## src/rtl/arith_unit_mc.sv

```systemverilog
// Registered multi-cycle arithmetic unit: 1-cycle ADD/SUB/shift/rotate, WIDTH-cycle shift-add MUL.
// Define ARITH_FLAGS_EN to register {Z,N,C,V} with the result; otherwise o_flags is tied to zero.

module arith_unit_mc #(
  parameter int WIDTH = 16
) (
  input  logic             i_clk,
  input  logic             i_rst_n,
  input  logic             i_valid,
  output logic             o_ready,
  input  logic             i_mode,
  input  logic [2:0]       i_op,
  input  logic [WIDTH-1:0] i_A,
  input  logic [WIDTH-1:0] i_B,
  input  logic [WIDTH-1:0] i_C,
  input  logic [WIDTH-1:0] i_D,
  output logic             o_valid,
  input  logic             i_ready,
  output logic [WIDTH-1:0] o_out1,
  output logic [WIDTH-1:0] o_out2,
  output logic [3:0]       o_flags
);
  localparam int SHW = $clog2(WIDTH);

  typedef enum logic [1:0] {S_IDLE, S_MUL, S_DONE} state_t;
  typedef enum logic [2:0] {
    OP_ADD, OP_SUB, OP_SLL, OP_SRL, OP_SRA, OP_SCL, OP_SCR, OP_MUL
  } op_t;

  // Rotates go through a doubled operand so amount 0 needs no special case.
  function automatic logic [WIDTH-1:0] shift_rot(input op_t op, input logic [WIDTH-1:0] a,
                                                 input logic [SHW-1:0] amt);
    logic [2*WIDTH-1:0] dbl;
    logic [WIDTH-1:0]   r;
    dbl = {a, a};
    r   = a;
    case (op)
      OP_SLL:  r = a << amt;
      OP_SRL:  r = a >> amt;
      OP_SRA:  r = $signed(a) >>> amt;
      OP_SCL:  begin dbl = dbl << amt; r = dbl[2*WIDTH-1:WIDTH]; end
      OP_SCR:  begin dbl = dbl >> amt; r = dbl[WIDTH-1:0]; end
      default: r = a;
    endcase
    return r;
  endfunction

  op_t              op;
  logic             is_sub;
  logic [WIDTH-1:0] x1, y1, x2, y2, res1, res2;

  state_t           state_q, state_d;
  logic [WIDTH-1:0] out1_q, out1_d, out2_q, out2_d;
  logic [WIDTH-1:0] acc_q, acc_d, mpl_q, mpl_d, mcand_q, mcand_d;
  logic [SHW-1:0]   cnt_q, cnt_d;
  logic [WIDTH:0]   mul_sum;
  logic [WIDTH-1:0] mul_lo;

  assign op = op_t'(i_op);

  always_comb begin
    // NOTE: every combinational output gets a default first so no path leaves it unassigned (no latch).
    is_sub = (op == OP_SUB);
    x1     = i_A;
    y1     = i_mode ? i_C : i_B;
    x2     = i_mode ? i_B : i_C;
    y2     = i_D;
    res1   = shift_rot(op, i_A, i_B[SHW-1:0]);
    res2   = shift_rot(op, i_C, i_D[SHW-1:0]);
    if (op == OP_ADD || op == OP_SUB) begin
      res1 = is_sub ? x1 - y1 : x1 + y1;
      res2 = is_sub ? x2 - y2 : x2 + y2;
    end
  end

  // One partial product per cycle: {acc,mpl} shifts right, multiplier bits consumed LSB-first.
  assign mul_sum = {1'b0, acc_q} + (mpl_q[0] ? {1'b0, mcand_q} : '0);
  assign mul_lo  = {mul_sum[0], mpl_q[WIDTH-1:1]};

`ifdef ARITH_FLAGS_EN
  logic [3:0]     flags_q, flags_d, op_flags;
  logic [SHW-1:0] amt, sll_idx, srl_idx;
  logic           c_bit, v_bit;

  always_comb begin
    amt     = i_B[SHW-1:0];
    sll_idx = SHW'(0) - amt;
    srl_idx = amt - SHW'(1);
    c_bit   = 1'b0;
    v_bit   = 1'b0;
    case (op)
      OP_ADD: begin
        c_bit = (res1 < x1);
        v_bit = (x1[WIDTH-1] == y1[WIDTH-1]) && (res1[WIDTH-1] != x1[WIDTH-1]);
      end
      OP_SUB: begin
        c_bit = (x1 >= y1);
        v_bit = (x1[WIDTH-1] != y1[WIDTH-1]) && (res1[WIDTH-1] != x1[WIDTH-1]);
      end
      OP_SLL:         c_bit = (amt != '0) && i_A[sll_idx];
      OP_SRL, OP_SRA: c_bit = (amt != '0) && i_A[srl_idx];
      default:        c_bit = 1'b0;
    endcase
    op_flags = {res1 == '0, res1[WIDTH-1], c_bit, v_bit};
  end

  assign o_flags = flags_q;
`else
  assign o_flags = 4'b0000;
`endif

  always_comb begin
    state_d = state_q;
    out1_d  = out1_q;
    out2_d  = out2_q;
    acc_d   = acc_q;
    mpl_d   = mpl_q;
    mcand_d = mcand_q;
    cnt_d   = cnt_q;
`ifdef ARITH_FLAGS_EN
    flags_d = flags_q;
`endif
    case (state_q)
      S_IDLE: begin
        if (i_valid) begin
          if (op == OP_MUL) begin
            mcand_d = i_mode ? i_C : i_A;
            mpl_d   = i_mode ? i_D : i_B;
            acc_d   = '0;
            cnt_d   = '0;
            state_d = S_MUL;
          end else begin
            out1_d  = res1;
            out2_d  = res2;
`ifdef ARITH_FLAGS_EN
            flags_d = op_flags;
`endif
            state_d = S_DONE;
          end
        end
      end
      S_MUL: begin
        acc_d = mul_sum[WIDTH:1];
        mpl_d = mul_lo;
        cnt_d = cnt_q + SHW'(1);
        if (cnt_q == SHW'(WIDTH - 1)) begin
          out2_d  = mul_sum[WIDTH:1];
          out1_d  = mul_lo;
`ifdef ARITH_FLAGS_EN
          flags_d = {({mul_sum[WIDTH:1], mul_lo} == '0), 3'b000};
`endif
          state_d = S_DONE;
        end
      end
      S_DONE: if (i_ready) state_d = S_IDLE;
      default: state_d = S_IDLE;
    endcase
  end

  assign o_ready = (state_q == S_IDLE);
  assign o_valid = (state_q == S_DONE);
  assign o_out1  = out1_q;
  assign o_out2  = out2_q;

  // NOTE: state registers use non-blocking assignments so every flop samples pre-edge values.
  always_ff @(posedge i_clk or negedge i_rst_n) begin
    if (!i_rst_n) begin
      state_q <= S_IDLE;
      out1_q  <= '0;
      out2_q  <= '0;
      acc_q   <= '0;
      mpl_q   <= '0;
      mcand_q <= '0;
      cnt_q   <= '0;
`ifdef ARITH_FLAGS_EN
      flags_q <= '0;
`endif
    end else begin
      state_q <= state_d;
      out1_q  <= out1_d;
      out2_q  <= out2_d;
      acc_q   <= acc_d;
      mpl_q   <= mpl_d;
      mcand_q <= mcand_d;
      cnt_q   <= cnt_d;
`ifdef ARITH_FLAGS_EN
      flags_q <= flags_d;
`endif
    end
  end

endmodule
```

## config.mk

```make
export PLATFORM = sky130hd
export DESIGN_NAME = arith_unit_mc
export DESIGN_NICKNAME = d
export VERILOG_FILES = /design/src/rtl/arith_unit_mc.sv
export SDC_FILE = /design/constraint.sdc
export NUM_CORES = 1
export LEC_CHECK = 0
export BUFFER_PORTS_ARGS = -buffer_cell sky130_fd_sc_hd__buf_2
export CORE_ASPECT_RATIO = 1.4
export CORE_MARGIN = 4
export CORE_UTILIZATION = 50
export DETAILED_ROUTE_END_ITERATION = 12
export PLACE_DENSITY = 0.81
export SETUP_SLACK_MARGIN = 0.2
export SYNTH_ARGS = -nofsm -noshare
export SYNTH_HDL_FRONTEND = slang
export SYNTH_SLANG_ARGS = --single-unit
```

## constraint.sdc

```tcl
create_clock -name i_clk -period 2.5 [get_ports i_clk]
set_input_delay 0.375 -clock i_clk [delete_from_list [all_inputs] [get_ports i_clk]]
set_output_delay 0.375 -clock i_clk [all_outputs]
set_load 0.1 [all_outputs]
```

# [Word-level counts from Yosys, hierarchy flattened]
# Index checks and enable logic that the tools add are counted.
[word_totals] mem_count=0 out_inout_bits=38 mem_bits_ro=0 ram_bits=0 latchBits=0 regBits=86 wordCells=79
[op_classes] bitwise=0 n_mul=0 n_shift=10 n_eq_ne=15 div=0 muxes=33 n_lt_le_gt_ge=0 add_sub_neg=6 reduce_logical=8
[ops] op="16-bit 2-to-1 mux" n=19
[ops] op="16-bit case mux with 5 select lines" n=2
[ops] op="16-bit case mux with 2 select lines" n=4
[ops] op="32-bit by 4-bit left shift with 32-bit output" n=2
[ops] op="32-bit by 4-bit >> shifter with 16-bit output" n=2
[ops] op="16-bit adder" n=2
[ops] op="16-bit by 4-bit left shift with 16-bit output" n=2
[ops] op="16-bit by 4-bit >> shifter with 16-bit output" n=2
[ops] op="16-bit by 4-bit >>> shifter with 16-bit output" n=2
[ops] op="16-bit subtractor" n=2
[ops] op="16-bit by 16-bit adder with 17-bit output" n=1
[ops] op="3-bit equality test, second input constant" n=4
[ops] op="3-bit AND reduction" n=3
[ops] op="2-bit 2-to-1 mux" n=4
[ops] op="4-bit 2-to-1 mux" n=2
[ops] op="4-bit case mux with 2 select lines" n=1
[ops] op="3-bit by 2-bit equality test with 1-bit output, second input constant" n=2
[ops] op="2-bit inequality test, second input constant" n=3
[ops] op="2-bit case mux with 3 select lines" n=1
[ops] op="4-bit by 1-bit adder with 4-bit output, second input constant" n=1
[ops] op="4-bit equality test, second input constant" n=1
[ops] op="2-bit by 1-bit inequality test with 1-bit output, second input constant" n=2
[ops] op="4-bit AND reduction" n=1
[ops] op="3-bit by 1-bit equality test with 1-bit output, second input constant" n=1
[ops] op="6 further kinds" n=6

# [Logic depth before layout (Yosys ltp)]
[depth] word_depth=7 mapped_depth=20

# [Worst setup path after synthesis]
# OpenSTA, ideal clock, no wires.
[synth_path] path_kind="input-to-reg" from="in i_mode" to="reg out1_q[14], in the netlist o_out1[14]" n_path_buf=5 path_slack_ns=-1.525 arrival_time_ns=3.931 path_stages=19 t_required_ns=2.406 setup_ns=0.094 cell_sequence="buf_2 -> buf_2 -> buf_2 -> buf_2 -> buf_2 -> nand2_1 -> o21a_1 -> ha_1 -> nor2_1 -> xnor2_1 -> ha_1 -> a211oi_1 -> nor2_1 -> nor4_1 -> o31ai_1 -> o41ai_1 -> o21ai_0 -> xnor2_1 -> a211oi_1"
[synth_via] elab_chain_cells=7 elab_cells_between_ends=8 cone_classes="add/sub: 2; mux: 6"
[synth_rtl] item="start: declaration" line_no="11" text="input logic i_mode,"
[synth_rtl] item="16-bit 2-to-1 mux (*)" line_no="65" text="y1 = i_mode ? i_C : i_B;"
[synth_rtl] item="16-bit adder / 16-bit subtractor (equally long branches)" line_no="71" text="res1 = is_sub ? x1 - y1 : x1 + y1;"
[synth_rtl] item="16-bit 2-to-1 mux (*)" line_no="71"
[synth_rtl] item="16-bit 2-to-1 mux (*)" line_no="70" text="if (op == OP_ADD || op == OP_SUB) begin"
[synth_rtl] item="16-bit 2-to-1 mux (*)" line_no="126" text="if (op == OP_MUL) begin"
[synth_rtl] item="16-bit 2-to-1 mux (*)" line_no="125" text="if (i_valid) begin"
[synth_rtl] item="16-bit case mux with 2 select lines (*)" line_no="123" text="case (state_q)"
[synth_rtl] item="end signal: assignment" line_no="180" text="out1_q <= out1_d;"
[synth_rtl] item="end: declaration" line_no="53" text="logic [WIDTH-1:0] out1_q, out1_d, out2_q, out2_d;"
# Every way passes the cells marked *; elsewhere a longest branch is shown, timed or not. The select of a mux whose other input is x is not followed.
# A chain may end at the register's enable or synchronous reset.

# [Worst setup path in the final report]
[layout_path] from="in i_D[0]" to="reg out2_q[14], in the netlist o_out2[14]"
[layout_via] elab_chain_cells=6 elab_cells_between_ends=13 cone_classes="add/sub: 2; shift: 5; mux: 6"
[layout_rtl] item="start: declaration" line_no="16" text="input logic [WIDTH-1:0] i_D,"
[layout_rtl] item="16-bit adder, or another cell as far along" line_no="72" text="res2 = is_sub ? x2 - y2 : x2 + y2;"
[layout_rtl] item="16-bit 2-to-1 mux / 16-bit case mux with 5 select lines (equally long branches)" line_no="72, 37"
[layout_rtl] item="16-bit 2-to-1 mux (*)" line_no="70"
[layout_rtl] item="16-bit 2-to-1 mux (*)" line_no="126"
[layout_rtl] item="16-bit 2-to-1 mux (*)" line_no="125"
[layout_rtl] item="16-bit case mux with 2 select lines (*)" line_no="123"
[layout_rtl] item="end signal: assignment" line_no="181" text="out2_q <= out2_d;"
[layout_rtl] item="end: declaration" line_no="53"
# Marked as above.

==> insert_results.sql <==
INSERT INTO impl_metrics (metric_group, metric, value, unit) VALUES
('power', 'peakVddDrop', '0.00125', 'V'),
('synth', 'yosysTopAreaCellShare', '17.9', '%'),
('layout', 'most_used_cells_in_the_layout_excluding_fill_and_tap_cells', 'sky130_fd_sc_hd__buf_4 (398), sky130_fd_sc_hd__nor2_1 (152), sky130_fd_sc_hd__nand2_1 (127), sky130_fd_sc_hd__o21ai_0 (113), sky130_fd_sc_hd__a21oi_1 (99)', ''),
('cts', 'cts_buffers', '9', ''),
('grt', 'grt_start_max_net_pins', '55', ''),
('synth', 'post_synth_main_area_contributors', 'sky130_fd_sc_hd__dfrtp_1 (18%), sky130_fd_sc_hd__mux2i_1 (7.0%), sky130_fd_sc_hd__o21ai_0 (5.9%)', ''),
('synth', 'synth-async-reset-ratio', '100', '%'),
('layout', 'antenna_diode_count', '0', ''),
('detailed_routing', 'drc', '0', ''),
('timing', 'setup_repair_after_global_routing_missed_its_margin', 'true', ''),
('synth', 'synth-warning-count', '0', ''),
('floorplan', 'die_width', '139', 'microns'),
('placement', 'detailedPlacementHpwl', '44000', 'microns'),
('detailed_routing', 'post_drt_via_cell_ratio', '6.83', ''),
('critical_path', 'critical_path.startpoint_type', 'primary input', ''),
('synth', 'mappedNetlistArea', '12000', 'sq um'),
('grt', 'grt.met3_usage', '9.26', '%'),
('power', 'power_leakage', '7.97', 'nW'),
('synth', 'synth-edff-count', '0', ''),
('placement', 'gp_congestion', '1.06', ''),
('critical_path', 'critPathBufInv', '5', ''),
('layout', 'flow.area_growth_from_synthesis', '50.4', '%'),
('layout', 'filler_cell_count', '1599', ''),
('timing', 'timing.max_slew.rel_slack', '55.7', '%'),
('cts', 'path_clk_slew', '0.07', 'ns'),
('power', 'p_total', '14.4', 'mW'),
('cts', 'clockRootBuffer', 'sky130_fd_sc_hd__clkbuf_16', ''),
('layout', 'stdcell_area', '18100', 'sq um'),
('placement', 'place.port_buffers', '105', ''),
('job', 'cap_violations', '0', ''),
('placement', 'placed_area', '15600', 'sq um'),
('timing', 'post-route-period-util', '128', '%'),
('cts', 'maximum_level_of_the_cts_h_tree', '3', ''),
('synth', 'flip_flop_and_latch_count_after_synthesis', '86', ''),
('synth', 'synth_cell_types', '80', ''),
('power', 'powerDensity', '797', 'nW/um^2'),
('hold_path', 'holdCritPathClass', 'primary input to register', ''),
('synth', 'yosysTopAreaCell', 'sky130_fd_sc_hd__dfrtp_1', ''),
('critical_path', 'timing_worst_setup_path_type', 'primary input to register', ''),
('timing', 'finalHoldViolCount', '0', ''),
('detailed_routing', 'detailedRoute.firstIterationViolations', '2475', ''),
('timing', 'timing_worst_slew_pin_value', '0.662', 'ns'),
('critical_path', 'crit_fanout', '3', ''),
('floorplan', 'floorplan.rows', '66', ''),
('cts', 'tritoncts', 'done', ''),
('critical_path', 'cp_data_arrival_time', '3.45', 'ns'),
('status', 'outcome', 'complete, but fails checks', ''),
('timing', 'period_needed', '3.21', 'ns'),
('synth', 'synth_area_per_cell', '7.71', 'sq um'),
('layout', 'layout-drive-gt1-share', '45.1', '%'),
('synth', 'synth_cells', '1560', ''),
('grt', 'grt-busiest-layer', 'met2', ''),
('critical_path', 'endpoint_kind', 'register', ''),
('synth', 'dominantRegCellSynth', 'sky130_fd_sc_hd__dfrtp_1', ''),
('cts', 'cts.sinks', '86', ''),
('timing', 'timing.final.setup_violations', '25', ''),
('grt', 'grt_util_all_layers', '43.7', '%'),
('synth', 'sequential_area_share_after_synthesis', '17.9', '%'),
('critical_path', 'critical_path.cell_chain', 'buf_6, or4_4, buf_4, buf_6, buf_6, nor4_4, a21oi_2, xnor2_1, ha_1, buf_6, a21o_1, o21a_1, or4_4, a31oi_4, o31ai_2', ''),
('detailed_routing', 'wire_length_reported_by_the_detailed_router', '64600', 'microns'),
('timing', 'skew', '0.0165', 'ns'),
('critical_path', 'cp_slowest_stage_delay', '0.53', 'ns'),
('grt', 'wire_length_of_the_first_global_routing_pass', '89600', 'microns'),
('critical_path', 'timing.critical_path.mode_cell', 'sky130_fd_sc_hd__buf_6', ''),
('timing', 'setup_ws', '-0.706', 'ns'),
('layout', 'mostFrequentLayoutCell', 'sky130_fd_sc_hd__buf_4', ''),
('status', 'failing_checks', 'negative setup slack', ''),
('detailed_routing', 'wire_per_inst', '28.1', 'microns'),
('critical_path', 'cp_top_family', 'simple AND/OR/NAND/NOR gates', ''),
('floorplan', 'area_of_the_die', '26600', 'sq um'),
('grt', 'grt_remaining_overflow', '0', '');
==> path summary, 6_finish.rpt <==
check,start,end,slack [ns],depth (start not counted)
setup / recovery,i_D[0],o_out2[14],-0.71,15
hold / removal,i_ready,state_q[1],0.22,2
setup reg to reg,mpl_q[0],o_out2[13],-0.11,13
hold reg to reg,o_out1[2],o_out1[2],0.48,2
max in group asynchronous,i_rst_n,mpl_q[12],1.37,3
min in group asynchronous,i_rst_n,mcand_q[4],0.50,2
==> worst register-to-register path, stage by stage, from the launching register on <==
cell and delay, ns:
sky130_fd_sc_hd__dfrtp_2 0.44, sky130_fd_sc_hd__buf_6 0.13, sky130_fd_sc_hd__buf_6 0.12, sky130_fd_sc_hd__and2_4 0.14, sky130_fd_sc_hd__ha_4 0.25, sky130_fd_sc_hd__buf_4 0.10
sky130_fd_sc_hd__inv_1 0.13, sky130_fd_sc_hd__o21ai_4 0.30, sky130_fd_sc_hd__buf_6 0.18, sky130_fd_sc_hd__a31oi_4 0.08, sky130_fd_sc_hd__o2bb2ai_2 0.14, sky130_fd_sc_hd__xor2_1 0.22
sky130_fd_sc_hd__nand2_1 0.13, sky130_fd_sc_hd__o211ai_1 0.18
==> through the flow <==
| stage | TNS (ns) | hold slack [ns] | instances | worst slack (ns) |
|---|---|---|---|---|
| after detailed placement | -22.83 | 0.328 | 2234 | -1.07 |
| after floorplan | -14.07 | 0.0794 | 1563 | -0.968 |
| final | -10.01 | 0.218 | 2303 | -0.706 |
| after global routing | -11.98 | 0.238 | 2303 | -0.840 |
| after global placement | -21.47 | 0.327 | 2234 | -1.03 |
| after CTS | -6.16 | 0.210 | 2280 | -0.630 |
==> what timing repair did <==
action,CTS,global route
pin swaps,85,85
endpoints found under the setup margin,43,44
hold buffers,1,0
setup buffers,25,22
gates cloned,4,1
resized for setup,224,139
hold endpoints to repair,27,0
==> Yosys cell counts (25+ instances only) <==
library cell               instances
sky130_fd_sc_hd__ha_1             49
sky130_fd_sc_hd__mux2_2           53
sky130_fd_sc_hd__mux2i_1          84
sky130_fd_sc_hd__xnor2_1          40
sky130_fd_sc_hd__buf_2            34
sky130_fd_sc_hd__nand3_1          25
sky130_fd_sc_hd__clkbuf_1         79
sky130_fd_sc_hd__nor3_1           50
sky130_fd_sc_hd__o21ai_0         141
sky130_fd_sc_hd__dfrtp_1          86
sky130_fd_sc_hd__a21o_1           25
sky130_fd_sc_hd__and2_1           25
sky130_fd_sc_hd__nor2_1          168
sky130_fd_sc_hd__nand2_1         137
sky130_fd_sc_hd__a21oi_1         131
sky130_fd_sc_hd__mux4_2           27
==> layout make-up <==
class,instances,area [sq um],share of cell area [%]
Clock buffer,10,229,1.27
Multi-Input combinational cell,1311,10700,59.4
Timing Repair Buffer,560,4440,24.6
Tap cell,306,383,2.12
Inverter,24,97.6,0.540
Clock inverter,6,43.8,0.242
Sequential cell,86,2150,11.9
==> logic make-up after synthesis <==
logic type | Yosys count | synth area share (%)
mux | 173 | 19.0
xor+xnor | 65 | 4.80
compound gates | 516 | 27.0
simple gates | 501 | 19.4
fa+ha+maj | 52 | 5.60
buf+inv | 166 | 6.29
other cells | 1 | 0.0312
flops | 86 | 17.9
==> state kept, by name, indices dropped and copies added, names as in the netlist <==
register / cells
cnt_q: 4
o_out1: 16
mpl_q: 16
mcand_q: 16
state_q: 2
o_out2: 16
acc_q: 16
==> where the power goes <==
part	switching, mW	internal, mW	leakage [nW]	total, mW
Combinational	6.47	4.00	6.81	10.5
Sequential	0.603	2.04	1.03	2.64
Clock	0.614	0.682	0.134	1.30
Total	7.69	6.71	7.97	14.4
==> routing by layer <==
layer / routed length, microns / vias to the layer above
li1: - / 6649
met1: 21600 / 7298
met2: 29000 / 1337
met3: 7430 / 446
met4: 6570 / 2
met5: 13 / -
Note: power is estimated with default switching activity, not from simulation.
